<file path="src/rtl/instruction_fetch_if.sv">
// instruction_fetch_if: memory read port and instruction valid/ready handshake of the fetch stage.
interface instruction_fetch_if #(
  parameter int ADDR_WIDTH = 16,
  parameter int DATA_WIDTH = 16
);
  logic [ADDR_WIDTH-1:0] mem_addr;
  logic                  mem_rden;
  logic [DATA_WIDTH-1:0] mem_q;
  logic                  inst_valid;
  logic                  inst_ready;
  logic [DATA_WIDTH-1:0] inst;
  logic [ADDR_WIDTH-1:0] inst_pc;
  modport master (output mem_addr, mem_rden, inst_valid, inst, inst_pc, input mem_q, inst_ready);
  modport slave (input mem_addr, mem_rden, inst_valid, inst, inst_pc, output mem_q, inst_ready);
endinterface

</file>
<file path="src/rtl/instruction_fetch.sv">
// instruction_fetch: PC owner issuing 1-cycle-latency memory reads into a tagged FIFO with redirect/halt.
module instruction_fetch #(
  parameter int ADDR_WIDTH = 16,
  parameter int DATA_WIDTH = 16,
  parameter int DEPTH = 2,
  parameter logic [ADDR_WIDTH-1:0] RESET_PC = '0
) (
  input  logic                  clock,
  input  logic                  reset_n,
  input  logic                  redirect,
  input  logic [ADDR_WIDTH-1:0] redirect_pc,
  input  logic                  halt,
  output logic [ADDR_WIDTH-1:0] fetch_pc,
  instruction_fetch_if.master   bus
);
  localparam int PW = $clog2(DEPTH);
  localparam int CW = $clog2(DEPTH + 1);
  logic [DATA_WIDTH-1:0] word_q [DEPTH];
  logic [ADDR_WIDTH-1:0] pc_q [DEPTH];
  logic [PW-1:0] head, tail;
  logic [CW-1:0] count;
  logic inflight;
  logic [ADDR_WIDTH-1:0] inflight_pc;
  logic pop, push, issue;
  logic [CW:0] occ;
  function automatic logic [PW-1:0] nxt(input logic [PW-1:0] p);
    return p == PW'(DEPTH - 1) ? '0 : p + 1'b1;
  endfunction
  // an issue reserves a slot, so occupancy counts the in-flight word and credits this edge's pop
  always_comb begin
    pop = bus.inst_valid && bus.inst_ready && !redirect;
    push = inflight && !redirect;
    occ = (CW+1)'(count) + (CW+1)'(inflight) - (CW+1)'(pop);
    issue = reset_n && !halt && !redirect && occ < (CW+1)'(DEPTH);
  end
  assign bus.mem_rden = issue;
  assign bus.mem_addr = fetch_pc;
  assign bus.inst_valid = count != '0;
  assign bus.inst = word_q[head];
  assign bus.inst_pc = pc_q[head];
  always_ff @(posedge clock or negedge reset_n) begin
    if (!reset_n) begin
      fetch_pc <= RESET_PC;
      head <= '0;
      tail <= '0;
      count <= '0;
      inflight <= 1'b0;
      inflight_pc <= '0;
      for (int i = 0; i < DEPTH; i++) begin
        word_q[i] <= '0;
        pc_q[i] <= '0;
      end
    end else if (redirect) begin
      fetch_pc <= redirect_pc;
      head <= '0;
      tail <= '0;
      count <= '0;
      inflight <= 1'b0;
    end else begin
      inflight <= issue;
      if (issue) begin
        inflight_pc <= fetch_pc;
        fetch_pc <= fetch_pc + 1'b1;
      end
      if (push) begin
        word_q[tail] <= bus.mem_q;
        pc_q[tail] <= inflight_pc;
        tail <= nxt(tail);
      end
      if (pop) head <= nxt(head);
      count <= count + CW'(push) - CW'(pop);
    end
  end
  always_ff @(posedge clock)
    if (reset_n) assert (!(push && !pop && count == CW'(DEPTH)));
endmodule
</file>
<file path="src/flat_wrapper.sv">
// flat-port wrapper written by rule: the top's interface ports become plain ports
module instruction_fetch_flat 
#(
  parameter int ADDR_WIDTH = 16,
  parameter int DATA_WIDTH = 16,
  parameter int DEPTH = 2,
  parameter logic [ADDR_WIDTH-1:0] RESET_PC = '0
)
  (clock, reset_n, redirect, redirect_pc, halt, fetch_pc, bus_mem_addr, bus_mem_rden, bus_inst_valid, bus_inst, bus_inst_pc, bus_mem_q, bus_inst_ready);
  instruction_fetch_if #(.ADDR_WIDTH(ADDR_WIDTH), .DATA_WIDTH(DATA_WIDTH)) bus_i ();
  input  logic clock;
  input  logic reset_n;
  input  logic redirect;
  input  logic [ADDR_WIDTH-1:0] redirect_pc;
  input  logic halt;
  output logic [ADDR_WIDTH-1:0] fetch_pc;
  output wire logic [$bits(bus_i.mem_addr)-1:0] bus_mem_addr;
  output wire logic [$bits(bus_i.mem_rden)-1:0] bus_mem_rden;
  output wire logic [$bits(bus_i.inst_valid)-1:0] bus_inst_valid;
  output wire logic [$bits(bus_i.inst)-1:0] bus_inst;
  output wire logic [$bits(bus_i.inst_pc)-1:0] bus_inst_pc;
  input wire logic [$bits(bus_i.mem_q)-1:0] bus_mem_q;
  input wire logic [$bits(bus_i.inst_ready)-1:0] bus_inst_ready;
  assign bus_mem_addr = bus_i.mem_addr;
  assign bus_mem_rden = bus_i.mem_rden;
  assign bus_inst_valid = bus_i.inst_valid;
  assign bus_inst = bus_i.inst;
  assign bus_inst_pc = bus_i.inst_pc;
  assign bus_i.mem_q = bus_mem_q;
  assign bus_i.inst_ready = bus_inst_ready;
  instruction_fetch #(.ADDR_WIDTH(ADDR_WIDTH), .DATA_WIDTH(DATA_WIDTH), .DEPTH(DEPTH), .RESET_PC(RESET_PC)) u_core (.clock(clock), .reset_n(reset_n), .redirect(redirect), .redirect_pc(redirect_pc), .halt(halt), .fetch_pc(fetch_pc), .bus(bus_i));
endmodule
</file>
<file path="config.mk">
export PLATFORM = sky130hd
export DESIGN_NAME = instruction_fetch_flat
export DESIGN_NICKNAME = d
export VERILOG_FILES = /design/src/rtl/instruction_fetch_if.sv /design/src/rtl/instruction_fetch.sv /design/src/flat_wrapper.sv
export SDC_FILE = /design/constraint.sdc
export NUM_CORES = 1
export LEC_CHECK = 0
export CAP_MARGIN = 40
export CORE_ASPECT_RATIO = 1.4
export CORE_MARGIN = 8
export CORE_UTILIZATION = 35
export CTS_CLUSTER_SIZE = 8
export DETAILED_ROUTE_END_ITERATION = 16
export GPL_ROUTABILITY_DRIVEN = 0
export SLEW_MARGIN = 10
export SYNTH_ARGS = -nofsm -noshare
export SYNTH_HDL_FRONTEND = slang
export SYNTH_SLANG_ARGS = --single-unit
</file>
<file path="constraint.sdc">
create_clock -name clock -period 9.8 [get_ports clock]
set_clock_uncertainty 0.15 [all_clocks]
set_input_delay 1.96 -clock clock [delete_from_list [all_inputs] [get_ports clock]]
set_output_delay 1.96 -clock clock [all_outputs]
set_load 0.02 [all_outputs]
</file>
Word level (Yosys, flattened, before mapping)

Index checks and enable logic that the tools add are counted.

$add $sub $neg: 7
Order comparisons: 4
Multiplexer cells: 20
Bitwise gates (word level): 3
Reduce and logical (&&, ||, !) cells: 15

Operators by type and width:

| cell                                                                         | count |
|---|---|
| 16-bit two-way mux                                                           | 9 |
| 32-bit bitwise mux                                                           | 2 |
| 16-bit by 1-bit adder with 16-bit output, second input constant              | 1 |
| 16-bit demux with 1-bit select                                               | 1 |
| 2-bit nonzero test                                                           | 4 |
| 1-bit logical AND                                                            | 7 |
| 1-bit two-way mux                                                            | 7 |
| 2-bit >= comparator, second input constant                                   | 2 |
| 1-bit NOT with 2-bit output                                                  | 2 |
| 2-bit AND reduction                                                          | 2 |
| 2-bit by 1-bit adder with 3-bit output                                       | 1 |
| 3-bit by 2-bit less-than comparator with 1-bit output, second input constant | 1 |
| 3-bit by 1-bit subtractor with 3-bit output                                  | 1 |
| 1-bit adder, second input constant                                           | 2 |
| 2-bit by 1-bit adder with 2-bit output                                       | 1 |
| 1-bit zero test                                                              | 2 |
| 2-bit by 1-bit less-than comparator with 1-bit output, second input constant | 1 |
| 2-bit two-way mux                                                            | 1 |
| 2-bit by 1-bit subtractor with 2-bit output                                  | 1 |
| 1-bit NOT                                                                    | 1 |

Flip-flop bits (word level): 101

Logic depth before layout (Yosys ltp)

Depth in word-level cells: 8
Gate-level depth with buffers: 14
Depth with buffers taken out: 12

Least setup slack after synthesis

No wires, ideal clock.

Kind: input to output
Start point: input redirect
End point: output bus_mem_rden
Arrival time: 4.133 ns
Data required time: 7.690 ns
Setup slack: 3.557 ns
Stages on the path: 12
Buffers on the path: 4
Path through: buf_6 > clkbuf_1 > nor2_1 > ha_1 > inv_1 > nand2_1 > fa_1 > nand4bb_4 > or2_1 > buf_6 > inv_2 > buf_2

Longest elaborated chain between the ends: 5
Elaborated cells on any way between the ends: 6

Ends and longest elaborated chain:

| item                                                  | line                                             | RTL |
|---|---|---|
| start: declaration                                    | flat_wrapper.sv:13                               | `input logic redirect;` |
| 1-bit zero test (*)                                   | instruction_fetch.sv:31, instruction_fetch.sv:34 |  |
| 1-bit logical AND                                     | instruction_fetch.sv:31                          | `pop = bus.inst_valid && bus.inst_ready && !redirect;` |
| 3-bit by 1-bit subtractor with 3-bit output           | instruction_fetch.sv:33                          | `occ = (CW+1)'(count) + (CW+1)'(inflight) - (CW+1)'(pop);` |
| 3-bit by 2-bit less-than comparator with 1-bit output | instruction_fetch.sv:34                          | `issue = reset_n && !halt && !redirect && occ < (CW+1)'(DEPTH);` |
| 1-bit logical AND (*)                                 | instruction_fetch.sv:34                          |  |
| end: declaration                                      | flat_wrapper.sv:18                               | `output wire logic [$bits(bus_i.mem_rden)-1:0] bus_mem_rden;` |

Mark *: on every way between the ends. The rest lies on a longest branch, timed or not.

Worst setup path in the final report

Same ends and word-level chain as after synthesis.

==> impl.org <==
** Clock network
- Max Root-Sink Buffers :: 2
- Clock slew at the register clock pins of the worst setup and hold paths :: 0.07 ns
- Number of sinks driven by the clock tree :: 101
- Max H-tree Level :: 3
- Clock root buffer master :: clkbuf_16
- TritonCTS clock tree :: done
- Clock latency on the worst-skew pair, taken at its later pin, is 0.34 ns.
- After clock tree synthesis, the flow added hold-fix buffers numbering 0.
- Post-CTS Repair Setup Buffers :: 0
- Gates resized, CTS repair :: 0
- Counting the buffers created by CTS gives 9.

** Power and ir drop
- Total power for the finished layout comes to 1.41 mW.
- Highest ir drop seen on vdd :: 0.101 mV
- In this run the power density over the cells is 229 mW/mm2.
- In this run the static leakage power is 2.74 nW.

** GRT
- The total overflow left after global routing is 0.
- Global routing consumed, over all layers together, 13.1% of the routing resources.
- Entering global routing, the biggest net connects 57 pins.
- The first global-routing pass estimated 18200 um of wire.
- Initial antenna violation count :: 0
- The number of global-route vias before repair came to 3430.

** Status
- The run finished with clean final reports.

** Synth
- Register bit total from synthesis :: 101
- Synthesis handed over a netlist of 391 instances.
- In this run, distinct cell masters in the synthesized netlist total 42.
- For this run, the register share of the synthesized area comes to 53.3%.
- Post-synthesis instance area :: 0.00474 mm2
- Yosys warnings :: 0
- The number of nets handed over by synthesis was 433.
- Each instance of the synthesized netlist takes up on average 12.1 um2.

** Floorplanning
- Full die area :: 0.0176 mm2
- Core Region :: 0.0133 mm2
- Top-level port count :: 103
- The die is 114 um wide.
- The initial utilization of the core area, before any placement, comes to 35.6%.
- Row generation in the floorplan step produced 50 rows.
- Measured along the y axis, the die boundary spans 154 um.

** Hold path
- The worst hold path terminates at u_core.pc_q[22].
- Depth of the worst hold-timing path :: 1
- Worst hold path class :: register to register
- Launch point of the worst hold path :: u_core.pc_q[22]

** Worst setup path
- Critical path peak fanout :: 35
- Kind of end point of the critical path :: output pin
- Endpoint of the lowest-slack register-to-register path :: u_core.bus.mem_addr[5]
- Count of cells along the worst register-to-register path :: 13
- Data required time of the worst path :: 7.69 ns
- The startpoint identified for the worst register-to-register timing path is u_core.count[1].
- The critical path in this run is classified as input pin to output pin.
- The worst setup path is launched from an input pin.
- Arrival @ worst endpoint :: 5.44 ns
- The worst register-to-register path has a setup slack of 6.38 ns.

** Timing
- Share of the clock period used by the worst path :: 77.0%
- At the pin with the least slew margin, the transition time is 0.594 ns.
- The worst pin sits at a relative slew slack of 60.3%.
- Final critical-path setup slack :: 2.25 ns
- Final hold slack :: 0.333 ns
- Setup repair after global routing missed its margin :: no
- Final Hold Vio Count :: 0
- After routing, the total negative slack on setup checks comes to 0 ns.
- For this run, the top clock speed supported by timing is 132 MHz.
- Final-report max-slew violation count :: 0
- The clock period could shrink to 7.55 ns.
- Setup violations, final :: 0

** Placement
- Summed over all nets, the half-perimeter wirelength after detailed placement is 7660 um.
- At the placement stage, the worst setup path has a slack of 2.24 ns.
- Number of I/O port buffers :: 102

** Routing
- Drt total wl :: 10900 um
- Using the TritonRoute via totals, the vias-per-cell ratio works out to 4.93.
- Number of remaining DRC errors :: 0
- Dividing the detail-routed wire length by the instance count gives 16.6 um.
- The pre-antenna-repair detailed-routing pass consisted of 4 iterations.
- The final route contains 3250 vias.
- First-iteration detailed-routing DRC count :: 165
- Final ANT Viol Nets :: 0

** Flow run
- Across the run, the number of max-cap violations was 0.

** Cells and area
- Cells with a size suffix above 1 make up 26.6% of the layout.
- Utilization after layout :: 46.3%
- Area growth, synth to finish :: 30.1%
- Number of antenna diodes :: 0
- For this run, the post-layout net count is 514.
cell type report:
type	count	area, um2
Fill cell	1220	7160
Timing Repair Buffer	109	1130
Tap cell	182	228
Sequential cell	101	2530
Multi-Input combinational cell	239	1940
Clock buffer	10	239
Clock inverter	6	52.6
Inverter	12	45.0
cells by family (layout without fill, tap and decap cells):
family,Yosys count,count (layout),synth area share (%)
compound gates,36,36,5.30
xor+xnor,5,5,0.924
fa+ha+maj,5,5,1.48
buf+inv,51,137,5.91
flops,101,101,53.3
mux,97,97,23.0
simple gates,96,96,10.1
cells in the mapped netlist:
library cell	instances	share of area, %
nor2b_1	4	0.53
nor3_1	3	0.32
nor4_1	1	0.13
a221o_1	4	0.84
a31oi_1	1	0.13
or4_1	3	0.47
mux2_1	1	0.24
o311ai_0	2	0.37
o21bai_1	2	0.32
buf_6	3	0.71
buf_4	16	2.5
o21a_1	1	0.16
nand3_1	10	1.1
mux2_2	96	23
o211ai_1	2	0.32
a21o_1	2	0.32
a22oi_1	6	0.95
nand4bb_4	1	0.58
or3_4	1	0.24
fa_1	1	0.42
clkbuf_1	12	0.95
nor2_1	6	0.47
a211oi_1	1	0.16
buf_1	3	0.24
buf_2	5	0.53
a211o_1	1	0.18
o21ai_0	10	1.1
xor2_1	2	0.37
xnor2_1	3	0.55
ha_1	4	1.1
nand2_1	52	4.1
nor3b_1	2	0.32
and4_1	2	0.37
inv_1	11	0.87
or2_2	2	0.26
nand4_1	5	0.66
dfrtp_1	101	53
inv_2	1	0.079
a32oi_1	1	0.18
or2_1	1	0.13
or3_1	3	0.40
a21oi_1	3	0.32
power by group:
group,switching (mW),internal (mW)
sequential,0.0698,0.522
clock,0.162,0.183
combinational,0.212,0.261
registers in the layout, indices dropped and copies added, names as in the netlist:
| register | count |
|---|---|
| u_core.head | 1 |
| u_core.count | 2 |
| u_core.bus.mem_addr | 16 |
| u_core.pc_q | 32 |
| u_core.word_q | 32 |
| u_core.tail | 1 |
| u_core.inflight_pc | 16 |
| u_core.inflight | 1 |
layout by cell type, fill, tap and decap left out, drive strengths merged, types with 2 or more instances in the layout:
cell	Yosys	layout
clkdlybuf4s50	0	101
dfrtp	101	101
mux2	97	97
nand2	52	52
inv	12	15
o21ai	10	10
nand3	10	10
clkbuf	12	10
buf	27	8
nor2	6	6
a22oi	6	6
nand4	5	5
a221o	4	4
ha	4	4
nor2b	4	4
or3	4	4
xnor2	3	3
or4	3	3
nor3	3	3
a21oi	3	3
or2	3	3
xor2	2	2
and4	2	2
o311ai	2	2
o21bai	2	2
nor3b	2	2
o211ai	2	2
a21o	2	2
clkinvlp	0	2
routing by layer:
layer	GRT usage, %	up-vias	routed length, um
li1	-	1529	-
met1	16.0	1623	4790
met2	21.2	89	5350
met3	3.84	9	629
met4	5.35	0	160
met5	0	-	0
critical path: stages:
cell	delay, ns
clkdlybuf4s50_1	0.45
buf_4	0.28
nor2_1	0.09
ha_1	0.27
inv_1	0.07
nand2_1	0.07
fa_1	0.53
nand4bb_4	0.12
or2_1	0.25
buf_4	0.24
inv_2	0.38
clkdlybuf4s50_1	0.70
worst max path at each step:
stage | end | start | slack [ns]
after floorplan | bus_mem_rden | redirect | 3.56
after global placement | bus_mem_rden | redirect | 2.29
after detailed placement | bus_mem_rden | redirect | 2.24
after CTS | bus_mem_rden | redirect | 2.22
after global routing | bus_mem_rden | redirect | 2.03
final | bus_mem_rden | redirect | 2.25
metrics by stage:
stage,cell area (um2),std cells
6_report,6170,659
5_1_grt,6170,659
4_1_cts,6170,659
3_5_place_dp,5880,643
3_3_place_gp,5790,640
2_1_floorplan,4740,391
(Power assumes the default switching activity.)
